### config.mk
export PLATFORM = sky130hd
export DESIGN_NAME = fp_div_vector_sequencer
export DESIGN_NICKNAME = d
export VERILOG_FILES = /design/src/rtl/fp_div_vector_sequencer.sv
export SDC_FILE = /design/constraint.sdc
export NUM_CORES = 1
export LEC_CHECK = 0
export ABC_AREA = 1
export BUFFER_PORTS_ARGS = -buffer_cell sky130_fd_sc_hd__buf_2
export CAP_MARGIN = 20
export CORE_MARGIN = 2
export CORE_UTILIZATION = 45
export CTS_CLUSTER_DIAMETER = 150
export DETAILED_ROUTE_END_ITERATION = 8
export PLACE_DENSITY_LB_ADDON = 0.25
export SKIP_LAST_GASP = 1
export SLEW_MARGIN = 40
export SYNTH_ARGS = -nofsm -noshare
export SYNTH_HDL_FRONTEND = slang
export SYNTH_SLANG_ARGS = --single-unit
### constraint.sdc
create_clock -name clk -period 5.71 [get_ports clk]
set_input_delay 0.8565 -clock clk [delete_from_list [all_inputs] [get_ports clk]]
set_output_delay 0.8565 -clock clk [all_outputs]
set_load 0.02 [all_outputs]
### src/rtl/fp_div_vector_sequencer.sv
// fp_div_vector_sequencer
// Walks a numerator buffer, sends each element with one shared denominator
// to an external floating-point divider, and writes the quotients back.
// Exception flags from every divide in the current vector are ORed together.
// Only one divide is outstanding at a time, so the divider needs no tagging.
module fp_div_vector_sequencer #(
  parameter int EXP_WIDTH   = 8,
  parameter int MANT_WIDTH  = 24,
  parameter int TOTAL_WIDTH = EXP_WIDTH + MANT_WIDTH,
  parameter int N_ELEM      = 8,
  parameter int IDX_W       = ($clog2(N_ELEM) > 0) ? $clog2(N_ELEM) : 1
) (
  input  logic                   clk,
  input  logic                   rst,
  input  logic                   start,
  input  logic                   abort,
  input  logic [TOTAL_WIDTH-1:0] denom,
  input  logic [2:0]             round_mode,
  output logic                   busy,
  output logic                   done,
  output logic                   aborted,
  output logic [4:0]             exc_acc,
  output logic                   num_rd_en,
  output logic [IDX_W-1:0]       num_rd_addr,
  input  logic [TOTAL_WIDTH-1:0] num_rd_data,
  output logic                   res_wr_en,
  output logic [IDX_W-1:0]       res_wr_addr,
  output logic [TOTAL_WIDTH-1:0] res_wr_data,
  output logic                   div_in_valid,
  output logic [TOTAL_WIDTH-1:0] div_a,
  output logic [TOTAL_WIDTH-1:0] div_b,
  output logic [2:0]             div_round_mode,
  output logic                   div_cancel,
  input  logic                   div_in_ready,
  input  logic                   div_out_valid,
  input  logic [TOTAL_WIDTH-1:0] div_out,
  input  logic [4:0]             div_exceptions
);

  localparam logic [2:0] S_IDLE  = 3'd0;
  localparam logic [2:0] S_FETCH = 3'd1;
  localparam logic [2:0] S_LOAD  = 3'd2;
  localparam logic [2:0] S_ISSUE = 3'd3;
  localparam logic [2:0] S_WAIT  = 3'd4;
  localparam logic [2:0] S_WRITE = 3'd5;
  localparam logic [2:0] S_DONE  = 3'd6;

  localparam logic [IDX_W-1:0] LAST_IDX = IDX_W'(N_ELEM - 1);

  logic [2:0]             state;
  logic [IDX_W-1:0]       idx;
  logic [TOTAL_WIDTH-1:0] denom_q;
  logic [2:0]             round_mode_q;
  logic [TOTAL_WIDTH-1:0] quot_q;

  // Sequencer state, operand/result registers and the abort/cancel pulses.
  // Abort outranks every state transition except IDLE, where it only blocks start.
  always_ff @(posedge clk or posedge rst) begin
    if (rst) begin
      state          <= S_IDLE;
      idx            <= '0;
      denom_q        <= '0;
      round_mode_q   <= '0;
      quot_q         <= '0;
      exc_acc        <= '0;
      div_a          <= '0;
      div_b          <= '0;
      div_round_mode <= '0;
      aborted        <= 1'b0;
      div_cancel     <= 1'b0;
    end else begin
      aborted    <= 1'b0;
      div_cancel <= 1'b0;
      if (abort && (state != S_IDLE)) begin
        state      <= S_IDLE;
        aborted    <= 1'b1;
        div_cancel <= 1'b1;
      end else begin
        case (state)
          S_IDLE: begin
            if (start && !abort) begin
              denom_q      <= denom;
              round_mode_q <= round_mode;
              idx          <= '0;
              exc_acc      <= '0;
              state        <= S_FETCH;
            end
          end
          S_FETCH: state <= S_LOAD;
          S_LOAD: begin
            div_a          <= num_rd_data;
            div_b          <= denom_q;
            div_round_mode <= round_mode_q;
            state          <= S_ISSUE;
          end
          S_ISSUE: begin
            if (div_in_ready) state <= S_WAIT;
          end
          S_WAIT: begin
            if (div_out_valid) begin
              quot_q  <= div_out;
              exc_acc <= exc_acc | div_exceptions;
              state   <= S_WRITE;
            end
          end
          S_WRITE: begin
            if (idx == LAST_IDX) begin
              state <= S_DONE;
            end else begin
              idx   <= idx + 1'b1;
              state <= S_FETCH;
            end
          end
          S_DONE:  state <= S_IDLE;
          default: state <= S_IDLE;
        endcase
      end
    end
  end

  // Strobes are pure state decodes; addresses always follow the element index.
  always_comb begin
    busy         = (state != S_IDLE);
    done         = (state == S_DONE);
    num_rd_en    = (state == S_FETCH);
    num_rd_addr  = idx;
    res_wr_en    = (state == S_WRITE);
    res_wr_addr  = idx;
    res_wr_data  = quot_q;
    div_in_valid = (state == S_ISSUE);
  end

endmodule

* Word-level counts from Yosys, hierarchy flattened *
Cells that the tools add are included.

word-level totals
  bits in registers = 146
  input bits = 110
  output and inout bits = 117

operators by class
  add/sub/neg operators = 1
  eq/ne operators = 13
  muxes and demuxes = 13
  bitwise logic cells = 2
  reductions and logical operators = 13

operator list
  operator                                                count
  2-to-1 mux 3 bit                                        7
  one-hot mux 3 bit (6 select lines)                      1
  equality test 3 bit (second input constant)             4
  2-to-1 mux 5 bit                                        2
  one-hot mux 5 bit (2 select lines)                      1
  AND reduction 3 bit                                     3
  AND reduction 4 bit                                     2
  equality test 3 x 2 -> 1 bit (second input constant)    2
  inequality test 2 bit (second input constant)           3
  inequality test 3 bit (second input constant)           2
  one-hot mux 3 bit (2 select lines)                      1
  OR 5 bit                                                1
  nonzero test 2 bit                                      2
  adder 3 x 1 -> 3 bit (second input constant)            1
  equality test 3 x 1 -> 1 bit (second input constant)    1
  logical NOT 3 bit                                       1
  inequality test 3 x 1 -> 1 bit (second input constant)  1
  nonzero test 3 bit                                      1
  logical AND 1 bit                                       2
  AND reduction 2 bit                                     1
  logical NOT 1 bit                                       1
  2-to-1 mux 1 bit                                        1
  NOT 1 bit                                               1

* Depth between registers and ports, before layout *
Gate-level depths: netlist of run 1.

  depth in word-level cells = 5
  depth in mapped cells = 9

* Worst setup path before layout of run 1 *
Ideal clock, no wire load.

  path kind = input to register
  from = input abort
  to = register div_a[20]
  library setup time = 0.131 ns
  arrival = 1.628 ns
  slack = 3.951 ns
  stages = 6
  buffers on the path = 2
  cell sequence = inv_1 nand4_2 buf_6 buf_6 nand2_1 o21ai_0

on the way
  longest elaborated chain between the ends = 3

ends and longest elaborated chain
  item                           line  RTL
  start: declaration             16    input logic abort,
  logical AND 1 bit              74    if (abort && (state != S_IDLE)) begin
  NOT 1 bit (no line)            n/a
  AND reduction 2 bit (no line)  n/a
  end signal: assignment         91    div_a <= num_rd_data;
  end: declaration               30    output logic [TOTAL_WIDTH-1:0] div_a,

Every way passes these cells.
A chain may end at the register's enable or synchronous reset.

* Final worst setup path of run 1 *
  from = register state[1]
  to = output res_wr_en

on the way
  longest elaborated chain between the ends = 1

ends and longest elaborated chain
  item                      line  RTL
  start: declaration        50    logic [2:0] state;
  start signal: assignment  60    state <= S_IDLE;
  start signal: assignment  75    state <= S_IDLE;
  start signal: assignment  86    state <= S_FETCH;
  equality test 3 bit       127   res_wr_en = (state == S_WRITE);
  end: declaration          26    output logic res_wr_en,

Every way passes these cells.

==> results of run 1 <==
## layout by cell type, fill, tap and decap left out
cell	Yosys	routed
sky130_fd_sc_hd__nor2_2	1	1
sky130_fd_sc_hd__buf_2	8	226
sky130_fd_sc_hd__inv_2	1	1
sky130_fd_sc_hd__nand3_1	11	11
sky130_fd_sc_hd__nand3_4	1	1
sky130_fd_sc_hd__clkbuf_16	0	17
sky130_fd_sc_hd__nand3b_1	3	3
sky130_fd_sc_hd__buf_12	0	1
sky130_fd_sc_hd__buf_4	5	1
sky130_fd_sc_hd__clkinv_2	1	5
sky130_fd_sc_hd__o22ai_1	1	1
sky130_fd_sc_hd__clkinvlp_4	0	1
sky130_fd_sc_hd__inv_6	0	1
sky130_fd_sc_hd__o21ai_0	57	57
sky130_fd_sc_hd__a21oi_1	35	35
sky130_fd_sc_hd__dfrtp_1	146	146
sky130_fd_sc_hd__o21ai_1	26	26
sky130_fd_sc_hd__inv_1	110	109
sky130_fd_sc_hd__o21ai_2	22	22
sky130_fd_sc_hd__nand2_1	129	129
sky130_fd_sc_hd__nand4_4	0	2
sky130_fd_sc_hd__ha_1	2	2
sky130_fd_sc_hd__clkbuf_1	6	2
sky130_fd_sc_hd__nand2_2	1	1
sky130_fd_sc_hd__nand4_1	1	1
sky130_fd_sc_hd__nand2_4	3	3
sky130_fd_sc_hd__buf_16	0	1
sky130_fd_sc_hd__nor2_4	1	1
sky130_fd_sc_hd__clkbuf_8	0	5
sky130_fd_sc_hd__inv_8	0	1
sky130_fd_sc_hd__bufinv_16	0	3
sky130_fd_sc_hd__nor2_1	49	49
## path summary, 6_finish.rpt
path,slack [ns],end,depth (start not counted),from
setup reg to reg,3.86,denom_q[31],5,state[0]
hold reg to reg,0.48,div_b[5],2,div_b[5]
max in group asynchronous,4.10,div_a[17],3,rst
min in group asynchronous,0.52,res_wr_data[21],2,rst
setup / recovery,3.36,res_wr_en,4,state[1]
hold / removal,0.48,div_b[5],2,div_b[5]
## synthesized netlist by cell type
cell type and count:
sky130_fd_sc_hd__dfrtp_1 146, sky130_fd_sc_hd__nand2_1 129, sky130_fd_sc_hd__inv_1 110, sky130_fd_sc_hd__o21ai_0 57, sky130_fd_sc_hd__nor2_1 49, sky130_fd_sc_hd__a21oi_1 35, sky130_fd_sc_hd__o21ai_1 26, sky130_fd_sc_hd__o21ai_2 22
sky130_fd_sc_hd__buf_6 13, sky130_fd_sc_hd__nand3_1 11, sky130_fd_sc_hd__buf_2 8, sky130_fd_sc_hd__clkbuf_1 6, sky130_fd_sc_hd__buf_4 5, sky130_fd_sc_hd__nand2_4 3, sky130_fd_sc_hd__nand3b_1 3, sky130_fd_sc_hd__ha_1 2
sky130_fd_sc_hd__nand4_2 2, sky130_fd_sc_hd__clkinv_2 1, sky130_fd_sc_hd__inv_2 1, sky130_fd_sc_hd__nand2_2 1, sky130_fd_sc_hd__nand3_4 1, sky130_fd_sc_hd__nand4_1 1, sky130_fd_sc_hd__nor2_2 1, sky130_fd_sc_hd__nor2_4 1
sky130_fd_sc_hd__o22ai_1 1
## cells by family (layout without fill, tap and decap cells)
group,after synthesis,in the layout,share of synthesized area (%)
simple gates,202,202,14.2
flops,146,146,61.0
buf+inv,144,374,11.2
compound gates,141,141,13.2
fa+ha+maj,2,2,0.418
## layer usage
| metal | track usage (%) | up-vias | part of all wire, % |
|---|---|---|---|
| met1 | 24.5 | 2166 | 45 |
| met2 | 27.4 | 172 | 44 |
| met4 | 7.28 | 0 | 1.3 |
| li1 | - | 2392 | - |
| met3 | 7.42 | 13 | 9.2 |
| met5 | 0 | - | 0 |
## metrics by stage
stage                     setup WS [ns]  hold slack (ns)  total power, W  std cells
after floorplan                   0.931            0.478         0.00289        635
after global placement             3.17            0.460         0.00339       1007
after detailed placement           3.33            0.466         0.00345       1008
after CTS                          3.34            0.483         0.00461       1040
after global routing               3.26            0.499         0.00488       1041
final                              3.36            0.477         0.00455       1041
## power breakdown
| part | switching (W) | leakage, nW | internal, W |
|---|---|---|---|
| combinational | 0.00111 | 2.45 | 0.000568 |
| sequential | 0.000223 | 1.80 | 0.00150 |
| clock | 0.000409 | 0.303 | 0.000732 |
## sequential cells by signal (all words and copies together), names as in the netlist
register and flops:
div_cancel 1, div_a 32, exc_acc 5, div_b 32
round_mode_q 3, state 3, res_wr_data 32, div_round_mode 3
num_rd_addr 3, denom_q 32
## worst max-delay path, stage by stage (launching register included)
cell and delay (ns):
sky130_fd_sc_hd__dfrtp_1 0.48, sky130_fd_sc_hd__inv_1 0.13, sky130_fd_sc_hd__nand3_1 0.14, sky130_fd_sc_hd__inv_1 0.15
sky130_fd_sc_hd__buf_2 0.18
## final cells by class
cell class | instances | share of cell area, %
clock inverters | 9 | 1.62
multi-input cells | 345 | 21.6
clock buffers | 23 | 6.26
flip-flops and latches | 146 | 46.8
inverters | 112 | 5.50
repair buffers | 230 | 15.4
well taps | 176 | 2.82
==> results.md, run 1 <==
Clock network:
- Post-CTS timing repair inserted 0 buffers for setup.
- The root cell of the clock tree is sky130_fd_sc_hd__clkbuf_16.
- The number of levels in the clock H-tree is 4.
- Buffers inserted to repair hold after CTS numbered 0.
- In this run, CTS created clock tree buffers numbering 17.
- The count of instances resized after the clock tree is built is 0.
- The clock latency on the worst-skew pair is 0.41 ns.
- The clock tree from TritonCTS is built.
- The clock net sink count is 146.
- No sink is reached through more buffers than the 2 on the longest clock path.
- The CTS clock-pin slew for the worst setup and hold paths is 0.06 ns.

Final layout:
- The area of combinational cells with multiple inputs is 1680 µm².
- Cells fill 59.4% of the core in the end.
- The share of layout cells above drive strength 1 is 34.0%.
- Summing all non-filler instances in the final layout gives an area of 7800 µm².
- The layout has 1,166 filler cells.
- Summing all flip-flop and latch instances after layout gives 3650 µm².
- The repair_antennas step left the layout with diodes totalling 0.
- The number of nets in the final layout is 964.
- The layout overhead on the synthesized area is 30.3%.

Critical path:
- Along the worst path, the maximum fanout reaches 6.
- STA classifies the critical path endpoint as an output pin.
- STA classifies the critical path startpoint as a flop.
- For the worst setup path, the data arrival time is 1.49 ns.
- By startpoint and endpoint, the worst setup path is classified as reg -> out.
- The worst endpoint required time is 4.85 ns.

Logic synthesis:
- The area share of the leading cell type in the synthesized netlist is 61.0%.
- The proportion of synthesized chip area in sequential cells is 61.0%.
- When the netlist entered floorplanning its net count stood at 747.
- In the synthesized netlist, the number of instances is 635.
- Dividing the synthesized area by the synthesized cell count gives 9.43 µm².
- The synthesis warning total is 0.
- After synthesis, the cell types taking the most area are sky130_fd_sc_hd__dfrtp_1 (61%), sky130_fd_sc_hd__nand2_1 (8.1%), sky130_fd_sc_hd__inv_1 (6.9%).
- The distinct cell type count after synthesis is 25.
- After synthesis the cells add up to 5990 µm².
- Synthesis inferred 146 register bits.
- The cell taking the most area after synthesis is sky130_fd_sc_hd__dfrtp_1.

Flow run:
- The number of violations of the max-capacitance limit is 0.

Floorplanning:
- After floorplanning, the core was divided into 42 placement rows.
- The area enclosed by the die boundary is 14,200 µm².
- The area of the placeable core is 13,100 µm².
- The number of top-level design ports is 227.
- The initial utilization of the core area, before any placement, comes to 45.6%.
- The vertical die dimension is 119 µm.
- In this run the horizontal extent of the chip is 119 µm.

STA:
- Clock skew on the completed layout was measured at 0.00393 ns.
- The max-slew violation count came to 0.
- The slew of the pin with the lowest slew margin is 0.744 ns.
- The number of endpoints failing setup at the final stage is 0.
- The aggregate negative setup slack is 0 ns.
- The worst slew slack as a fraction of its limit is 50.4%.
- The ratio of final minimum period to clock period is 41.2%.
- Setup repair after global routing left no endpoint under its margin.
- The final-report hold violation count is 0.
- Static timing analysis puts the maximum clock frequency at 425 MHz.
- The worst path in the final design needs a cycle of 2.35 ns, including I/O delays and setup.

Route:
- The detailed-route via count is 4,743.
- The final antenna-violating net count is 0.
- The number of iterations in the first detailed-routing pass is 4.
- After detailed routing, the number of remaining DRC violations is 0.
- The routed design has 12,600 µm of wire.
- The mean number of vias per cell is 4.56.
- The average wire length per cell after detail routing is 12.1 µm.
- The number of DRC markers in iteration 0 is 300.

Global route:
- The via count of the first global-routing pass came to 4,445.
- The global routing usage summed across all routing layers is 18.5%.
- Entering global routing, the biggest net connects 135 pins.
- The initial antenna violation count is 0.
- The wire length of the first global-routing pass is 21,100 µm.
- The aggregate global routing overflow is 0.

Power and ir drop:
- For this design the ratio of total power to cell area is 583 nW/µm².
- The static leakage power is 4.55 nW.
- Across the VDD grid, the largest voltage drop is 0.264 mV.

Place:
- The placed standard-cell area is 7160 µm².
- The detailed-placement wirelength estimate is 8710 µm.
- The congestion estimate from routability-driven global placement came to 0.801.
- The count of buffers from port buffering is 226.

Worst hold path:
- In this run the worst hold path is classified as reg -> reg.

Outcome:
- The run finished with clean final reports.
Power figures use the tool's default switching activity.
==> run 2: changes to the inputs <==
- clock period: 5.71 -> 2.43 ns (I/O delays scaled with it)
==> results.md, run 2 (same netlist as run 1, synthesis figures left out) <==
Route:
- The final antenna-violating net count is 0 (unchanged).
- The total length of routed wires was 12,500 µm (-0.74%).
- The mean number of vias per cell is 4.49 (-1.4%).
- The detailed-route via count is 4,677 (-1.4%).
- The average wire length per cell after detail routing was 12.0 µm (-0.74%).
- The number of iterations in the first detailed-routing pass was 4 (unchanged).
- The total DRC errors in the routed layout came to 0 (unchanged).
- The number of DRC markers in iteration 0 was 227 (-24%).

Clock network:
- The number of post-CTS setup repair buffers came to 0 (unchanged).
- The number of hold buffers added after CTS came to 0 (unchanged).
- The clock net sink count was 146 (unchanged).
- TritonCTS built the clock tree.
- The buffer depth of the longest clock path was 2 (unchanged).
- The CTS clock-pin slew for the worst setup and hold paths is 0.06 ns (about the same).
- Clock tree synthesis selected as its root buffer the cell sky130_fd_sc_hd__clkbuf_16.
- The clock latency on the worst-skew pair is 0.41 ns (about the same).
- The number of levels in the clock H-tree is 4 (unchanged).
- The number of buffers inserted during clock tree synthesis came to 17 (unchanged).
- The count of instances resized after the clock tree is built is 0 (unchanged).

Power and ir drop:
- The power density over the cells came to 1360 nW/µm² (+130%).
- The switching power as a share of total power is 39.2% (+0.86 points).
- The relative contribution of combinational cells to total power is 37.5% (+0.5 points).
- The post-layout total power is 0.0105 W (+130%).
- The highest ir drop seen on vdd is 0.617 mV (+130%).
- The static leakage power is 4.52 nW (-0.65%).
- The fraction of power consumed by sequential logic is 38.5% (+0.5 points).
- The total net switching power came to 0.00413 W (+140%).
- The share of power burned in the clock network came to 23.9% (-1.2 points).
- The internal power of the cells came to 0.00640 W (+130%).

Critical path:
- The startpoint class of the critical path is a flop.
- The worst endpoint required time came to 2.70 ns (-2.15 ns).
- The delay of the slowest cell on the worst path is 0.53 ns (+0.05 ns).
- The largest individual stage delay along the critical path comes from the cell sky130_fd_sc_hd__nand3_4.
- In this run the worst setup path begins at state[0].
- The worst setup path is of the reg -> reg kind.
- The maximum fanout along the worst path is 64 (+58).
- The data arrival time of the critical path is 2.25 ns (+0.76 ns).
- Walking the worst path, the cells encountered are nor2_4, nand2_4, clkinv_2, nand3_4, nand2_1, o21ai_2.
- STA classifies the critical path endpoint as a flop.
- The launch instance of the worst register-to-register path is state[0].

Global route:
- The via count of the first global-routing pass was 4,473 (+0.63%).
- The initial antenna violation count is 0 (unchanged).
- The pin count of the biggest net entering global routing came to 135 (unchanged).
- The global routing usage summed across all routing layers is 18.5% (-0.066 points).
- The wire length of the first global-routing pass is 20,700 µm (-1.6%).
- The aggregate global routing overflow is 0 (unchanged).

Final layout:
- The final standard cell count with taps included and fillers excluded is 1,041 (unchanged).
- The final cell utilization of the core is 59.1% (-0.31 points).
- The number of nets in the final layout was 964 (unchanged).
- The area growth from synthesis to layout is 29.6%.
- The filler cell count came to 1,189 (+2.0%).
- The share of layout cells above drive strength 1 is 34.1% (+0.12 points).
- The leading cell type in the layout, fill and taps excluded is sky130_fd_sc_hd__buf_2.
- In the layout the commonest cells are sky130_fd_sc_hd__buf_2 (226), sky130_fd_sc_hd__dfrtp_1 (146), sky130_fd_sc_hd__nand2_1 (129).
- The number of inserted diodes was 0 (unchanged).

STA:
- The ratio of final minimum period to clock period is 81.3%.
- The slew of the pin with the lowest slew margin is 0.769 ns (+0.0249 ns).
- The worst slew slack as a fraction of its limit is 48.8% (-1.7 points).
- The final-report hold violation count is 0 (unchanged).
- Setup repair after global routing left no endpoint under its margin.
- The worst setup slack after layout is 0.454 ns (-2.91 ns).
- The maximum frequency from static timing analysis is 506 MHz.
- The number of endpoints failing setup at the final stage is 0 (unchanged).
- The aggregate negative setup slack is 0 ns (unchanged).
- Counting I/O delays and the setup requirement, the final critical path takes 1.98 ns.
- The max-slew violation count came to 0 (unchanged).
- The post-route clock skew is 0.00664 ns (+0.00271 ns).

Floorplanning:
- The count of standard-cell rows is 42 (unchanged).
- The starting utilization of the core area was 45.6% (unchanged).
- The area of the placeable core is 13,100 µm² (unchanged).
- The vertical die dimension came to 119 µm (unchanged).
- The number of top-level design ports is 227 (unchanged).
- The die extent in x is 119 µm (unchanged).
- The area enclosed by the die boundary is 14,200 µm² (unchanged).

Place:
- The post-placement worst setup slack came to 0.458 ns (-2.87 ns).
- The final RePlAce weighted congestion is 0.812 (+1.3%).
- The detailed-placement wirelength estimate is 8550 µm (-1.9%).
- The count of placed standard cells including taps was 1,009 (+0.099%).
- The count of buffers from port buffering is 226 (unchanged).

Flow run:
- The number of violations of the max-capacitance limit is 0 (unchanged).

Worst hold path:
- The class of the tightest hold or removal check is in -> async.

Outcome:
- The flow ran to the end, and the final reports show no timing, DRC or antenna violations.
==> run 2: cell count changes in the layout (fill, tap and decap cells not counted), moves of 2 or more <==
cell                         before  now
sky130_fd_sc_hd__clkinv_4         0    3
sky130_fd_sc_hd__clkbuf_8         5    1
sky130_fd_sc_hd__clkinvlp_4       1    3
sky130_fd_sc_hd__buf_12           1    3
==> run 2: worst paths after layout <==
path,end,slack (ns),cells past startpoint
worst max-delay path,res_wr_data[31],0.45,6
worst min-delay path,res_wr_data[1],0.02,2
worst max register to register,res_wr_data[31],0.45,6
worst min register to register,div_b[18],0.48,2
max in group asynchronous,div_b[1],1.72,3
min in group clk,res_wr_data[1],0.18,3
==> run 2: worst max-delay path, delay by kind of cell, from the launching register on <==
kind                   cells  cell delay, ns
AO/OA/AOI/OAI              1            0.08
flip-flops                 1            0.47
buffers and inverters      1            0.08
AND/OR/NAND/NOR            4            1.20
==> run 2: per-stage QoR <==
| step | instance area [µm²] | hold WS [ns] |
|---|---|---|
| after floorplan | 5990 | 0.478 |
| after global placement | 7180 | 0.459 |
| after detailed placement | 7180 | 0.467 |
| after CTS | 7760 | 0.0135 |
| after global routing | 7760 | 0.0407 |
| final | 7760 | 0.0161 |
==> run 2: power by group through the flow <==
stage	sequential (W)	clock, W	combinational [W]
floorplan	0.00507	0	0.00172
global placement	0.00407	0	0.00392
detailed placement	0.00408	0	0.00400
CTS	0.00406	0.00259	0.00401
global route	0.00419	0.00271	0.00439
finish	0.00405	0.00252	0.00395
==> run 2: metal layers <==
metal | track usage (%) | up-vias | part of all wire (%)
met1 | 23.2 | 2108 | 45
met4 | 7.72 | 0 | 1.5
met3 | 7.23 | 13 | 8.6
met5 | 0 | - | 0
met2 | 28.6 | 168 | 45
li1 | - | 2388 | -
==> run 2: area by class of cell <==
type | count | area, µm² | share of cell area (%)
clock inverter | 13 | 135 | 1.74
clock buffer | 19 | 443 | 5.71
tap | 176 | 220 | 2.84
inverter | 112 | 425 | 5.48
timing repair buffer | 230 | 1200 | 15.4
sequential | 146 | 3650 | 47.1
multi-input combinational | 345 | 1680 | 21.7
==> run 3: changes to the inputs <==
- ABC_AREA: 1 -> 0
- CORE_UTILIZATION: 45 -> 44
- clock period: 2.43 -> 1.7 ns (I/O delays scaled with it)
==> results.md, run 3 <==
STA:
- The slew of the pin with the lowest slew margin is 0.648 ns (-0.120 ns).
- The post-route clock skew was 0.00526 ns (-0.00138 ns).
- The aggregate negative setup slack is 0 ns (unchanged).
- The max-slew violation count came to 0 (unchanged).
- The worst setup slack after layout is 0.0300 ns (-0.424 ns).
- The shortest clock period the worst path allows after layout is 1.67 ns.
- The ratio of final minimum period to clock period is 98.2%.
- The number of endpoints failing setup at the final stage came to 0 (unchanged).
- The final-report hold violation count is 0 (unchanged).
- The worst slew slack as a fraction of its limit is 56.7% (+7.9 points).
- Static timing analysis puts the maximum clock frequency at 599 MHz.
- Setup repair after global routing could not meet its margin everywhere.

Critical path:
- The worst setup path is captured at an output pin.
- The start-to-end type of the worst setup path is reg -> out.
- The worst endpoint required time came to 1.44 ns (-1.26 ns).
- The kind of cell with the highest combined delay along the critical path is buffers and inverters.
- The buffer and inverter count on the worst path is 3 (+2).
- The cell type with the highest occurrence count on the critical path is sky130_fd_sc_hd__buf_4.
- The signal on the critical path passes through buf_4, nor2_4, buf_4, nand2_1, buf_2.
- The maximum fanout along the worst path is 11 (-83%).
- The slowest stage of the critical path belongs to the cell sky130_fd_sc_hd__dfrtp_1.
- The delay of the slowest cell on the worst path came to 0.39 ns (-0.14 ns).
- The data arrival time of the critical path is 1.41 ns (-0.84 ns).
- The startpoint class of the critical path is a flop.

Final layout:
- The final cell utilization of the core is 61.8% (+2.7 points).
- Compared with the post-synthesis result, the final layout area differs by 37.5%.
- The number of nets in the final layout is 721 (-25%).
- The number of inserted diodes was 0 (unchanged).
- The filler cell count is 1,005 (-15%).
- The share of layout cells above drive strength 1 is 56.8% (+23 points).
- The leading cell type in the layout, fill and taps excluded is sky130_fd_sc_hd__buf_2.
- The sequential standard cell area is 3650 µm² (about the same).
- The area of combinational cells with multiple inputs was 1860 µm² (+10%).
- The top cell types in the final layout, fill and taps aside, are sky130_fd_sc_hd__buf_2 (224), sky130_fd_sc_hd__dfrtp_1 (145), sky130_fd_sc_hd__mux2_1 (70).

Clock network:
- TritonCTS built the clock tree.
- The CTS clock-pin slew for the worst setup and hold paths came to 0.06 ns (about the same).
- The clock latency on the worst-skew pair is 0.41 ns (about the same).
- The buffer depth of the longest clock path is 2 (unchanged).
- The clock net sink count is 146 (unchanged).
- CTS placed an instance of sky130_fd_sc_hd__clkbuf_16 at the clock tree root.
- The number of levels in the clock H-tree was 4 (unchanged).
- The number of buffers inserted during clock tree synthesis is 17 (unchanged).

Logic synthesis:
- Ranked by total cell area, the synthesized netlist is headed by sky130_fd_sc_hd__dfrtp_1 (64%), sky130_fd_sc_hd__mux2_1 (14%), sky130_fd_sc_hd__mux2_2 (13%).
- The synthesis warning total was 0 (unchanged).
- For this run, the leading register cell type out of synthesis is sky130_fd_sc_hd__dfrtp_1.
- The number of instances in the synthesized netlist is 359 (-43%).
- Yosys instantiated no cell more often than sky130_fd_sc_hd__dfrtp_1.
- The synthesized area per cell is 15.8 µm² (+68%).
- The proportion of register bits with asynchronous set or reset after synthesis came to 100% (unchanged).
- The area share of the leading cell type in the synthesized netlist is 64.4% (+3.4 points).
- The register bit count reported by yosys was 146 (unchanged).
- The post-synth design cell area is 5670 µm² (-5.3%).
- Sorting the synthesized cells by how often they occur yields sky130_fd_sc_hd__dfrtp_1 (146), sky130_fd_sc_hd__mux2_1 (70), sky130_fd_sc_hd__mux2_2 (65).
- The distinct cell type count after synthesis is 27 (+8.0%).
- The cell taking the most area after synthesis is sky130_fd_sc_hd__dfrtp_1.
- The proportion of synthesized chip area in sequential cells is 64.4% (+3.4 points).
- The number of synthesized flops with an enable pin was 0 (unchanged).
- The post-synth net total was 471 (-37%).

Flow run:
- The number of violations of the max-capacitance limit was 0 (unchanged).

Route:
- The number of iterations in the first detailed-routing pass is 4 (unchanged).
- The detailed-route via count came to 3,830 (-18%).
- The final antenna-violating net count was 0 (unchanged).
- The mean number of vias per cell is 4.84 (+7.6%).
- The average wire length per cell after detail routing is 15.7 µm (+30%).
- The total length of routed wires came to 12,400 µm (-0.82%).
- The number of DRC markers in iteration 0 is 107 (-53%).
- The total DRC errors in the routed layout came to 0 (unchanged).

Floorplanning:
- The number of top-level design ports is 227 (unchanged).
- The area enclosed by the die boundary is 13,800 µm² (-3.0%).
- The die extent in x is 118 µm (-1.5%).
- The starting utilization of the core area is 44.9% (-0.64 points).
- The count of standard-cell rows is 41 (-2.4%).
- The area of the placeable core came to 12,600 µm² (-3.9%).
- The vertical die dimension is 118 µm (-1.5%).

Place:
- The count of buffers from port buffering is 226 (unchanged).
- The post-placement worst setup slack is 0.0430 ns (-0.415 ns).
- The final RePlAce weighted congestion was 0.832 (+2.5%).
- The detailed-placement wirelength estimate is 8920 µm (+4.4%).

Worst hold path:
- The tightest min-delay check is of the in -> reg type.

Global route:
- The pin count of the biggest net entering global routing is 40 (-70%).
- The global routing usage summed across all routing layers is 18.1% (-0.42 points).
- The aggregate global routing overflow came to 0 (unchanged).
- The wire length of the first global-routing pass is 19,800 µm (-4.6%).
- The via count of the first global-routing pass is 3,943 (-12%).
- The initial antenna violation count came to 0 (unchanged).

Power and ir drop:
- The post-layout total power is 0.0135 W (+29%).
- The highest ir drop seen on vdd is 1.10 mV (+79%).
- The static leakage power is 3.99 nW (-12%).
- The power density over the cells is 1740 nW/µm² (+28%).

Outcome:
- The flow ran to the end, and the final reports show no timing, DRC or antenna violations.
==> run 3: cell count changes after synthesis, moves of 22 or more <==
cell | before | now
sky130_fd_sc_hd__nand2_1 | 129 | 4
sky130_fd_sc_hd__inv_1 | 110 | 7
sky130_fd_sc_hd__mux2_1 | 0 | 70
sky130_fd_sc_hd__mux2_2 | 0 | 65
sky130_fd_sc_hd__o21ai_0 | 57 | 3
sky130_fd_sc_hd__nor2_1 | 49 | 9
sky130_fd_sc_hd__a21oi_1 | 35 | 9
sky130_fd_sc_hd__o21ai_1 | 26 | 0
sky130_fd_sc_hd__o21ai_2 | 22 | 0
==> run 3: per-stage QoR <==
stage / instance area, µm² / hold WS [ns] / cells
floorplan: 5680 / 0.390 / 359
global placement: 7190 / 0.379 / 757
detailed placement: 7190 / 0.383 / 757
CTS: 7730 / 0.0424 / 789
global route: 7800 / 0.0485 / 792
finish: 7800 / 0.0627 / 792
==> run 3: report_power, final <==
part           internal (W)  switching (W)  leakage [nW]  total [W]
sequential          0.00495       0.000685          1.81    0.00563
combinational       0.00201        0.00270          1.93    0.00471
clock               0.00191        0.00130         0.253    0.00321
==> run 3: worst paths after layout <==
check / startpoint / endpoint / slack [ns] / depth (start not counted)
setup / recovery: state[0] / busy / 0.03 / 5
hold / removal: num_rd_data[28] / div_a[28] / 0.06 / 2
setup reg to reg: state[0] / res_wr_data[2] / 0.06 / 4
hold reg to reg: div_a[28] / div_a[28] / 0.48 / 1
max in group asynchronous: rst / res_wr_data[8] / 0.66 / 4
min in group asynchronous: rst / div_b[6] / 0.51 / 3
==> run 3: cell type report <==
type | instances | share of cell area (%)
clock inverters | 6 | 0.433
multi-input cells | 185 | 23.8
well taps | 172 | 2.76
clock buffers | 24 | 6.05
flip-flops and latches | 146 | 46.9
inverters | 7 | 0.449
repair buffers | 252 | 19.6
==> run 3: cell families (layout without fill, tap and decap cells) <==
logic type      count (synthesis)  in the layout  share of synthesized area (%)
simple gates                   29             29                           2.98
compound gates                 16             16                           1.54
buf+inv                        28            289                           3.29
mux                           138            138                           27.3
fa+ha+maj                       2              2                          0.441
flops                         146            146                           64.4
==> run 3: routing by layer <==
layer	vias up	wire, µm	track usage, %
li1	1751	-	-
met1	1892	5130	21.2
met2	174	6110	30.7
met3	13	1020	6.73
met4	0	148	6.02
met5	-	0	0
==> run 3: repair_timing <==
| item | in CTS | in global routing |
|---|---|---|
| hold buffers | 1 | 0 |
| resized for setup | 7 | 5 |
| hold endpoints to repair | 11 | 0 |
| gates cloned | 0 | 1 |
| setup buffers | 1 | 2 |
| endpoints found under the setup margin | 5 | 55 |
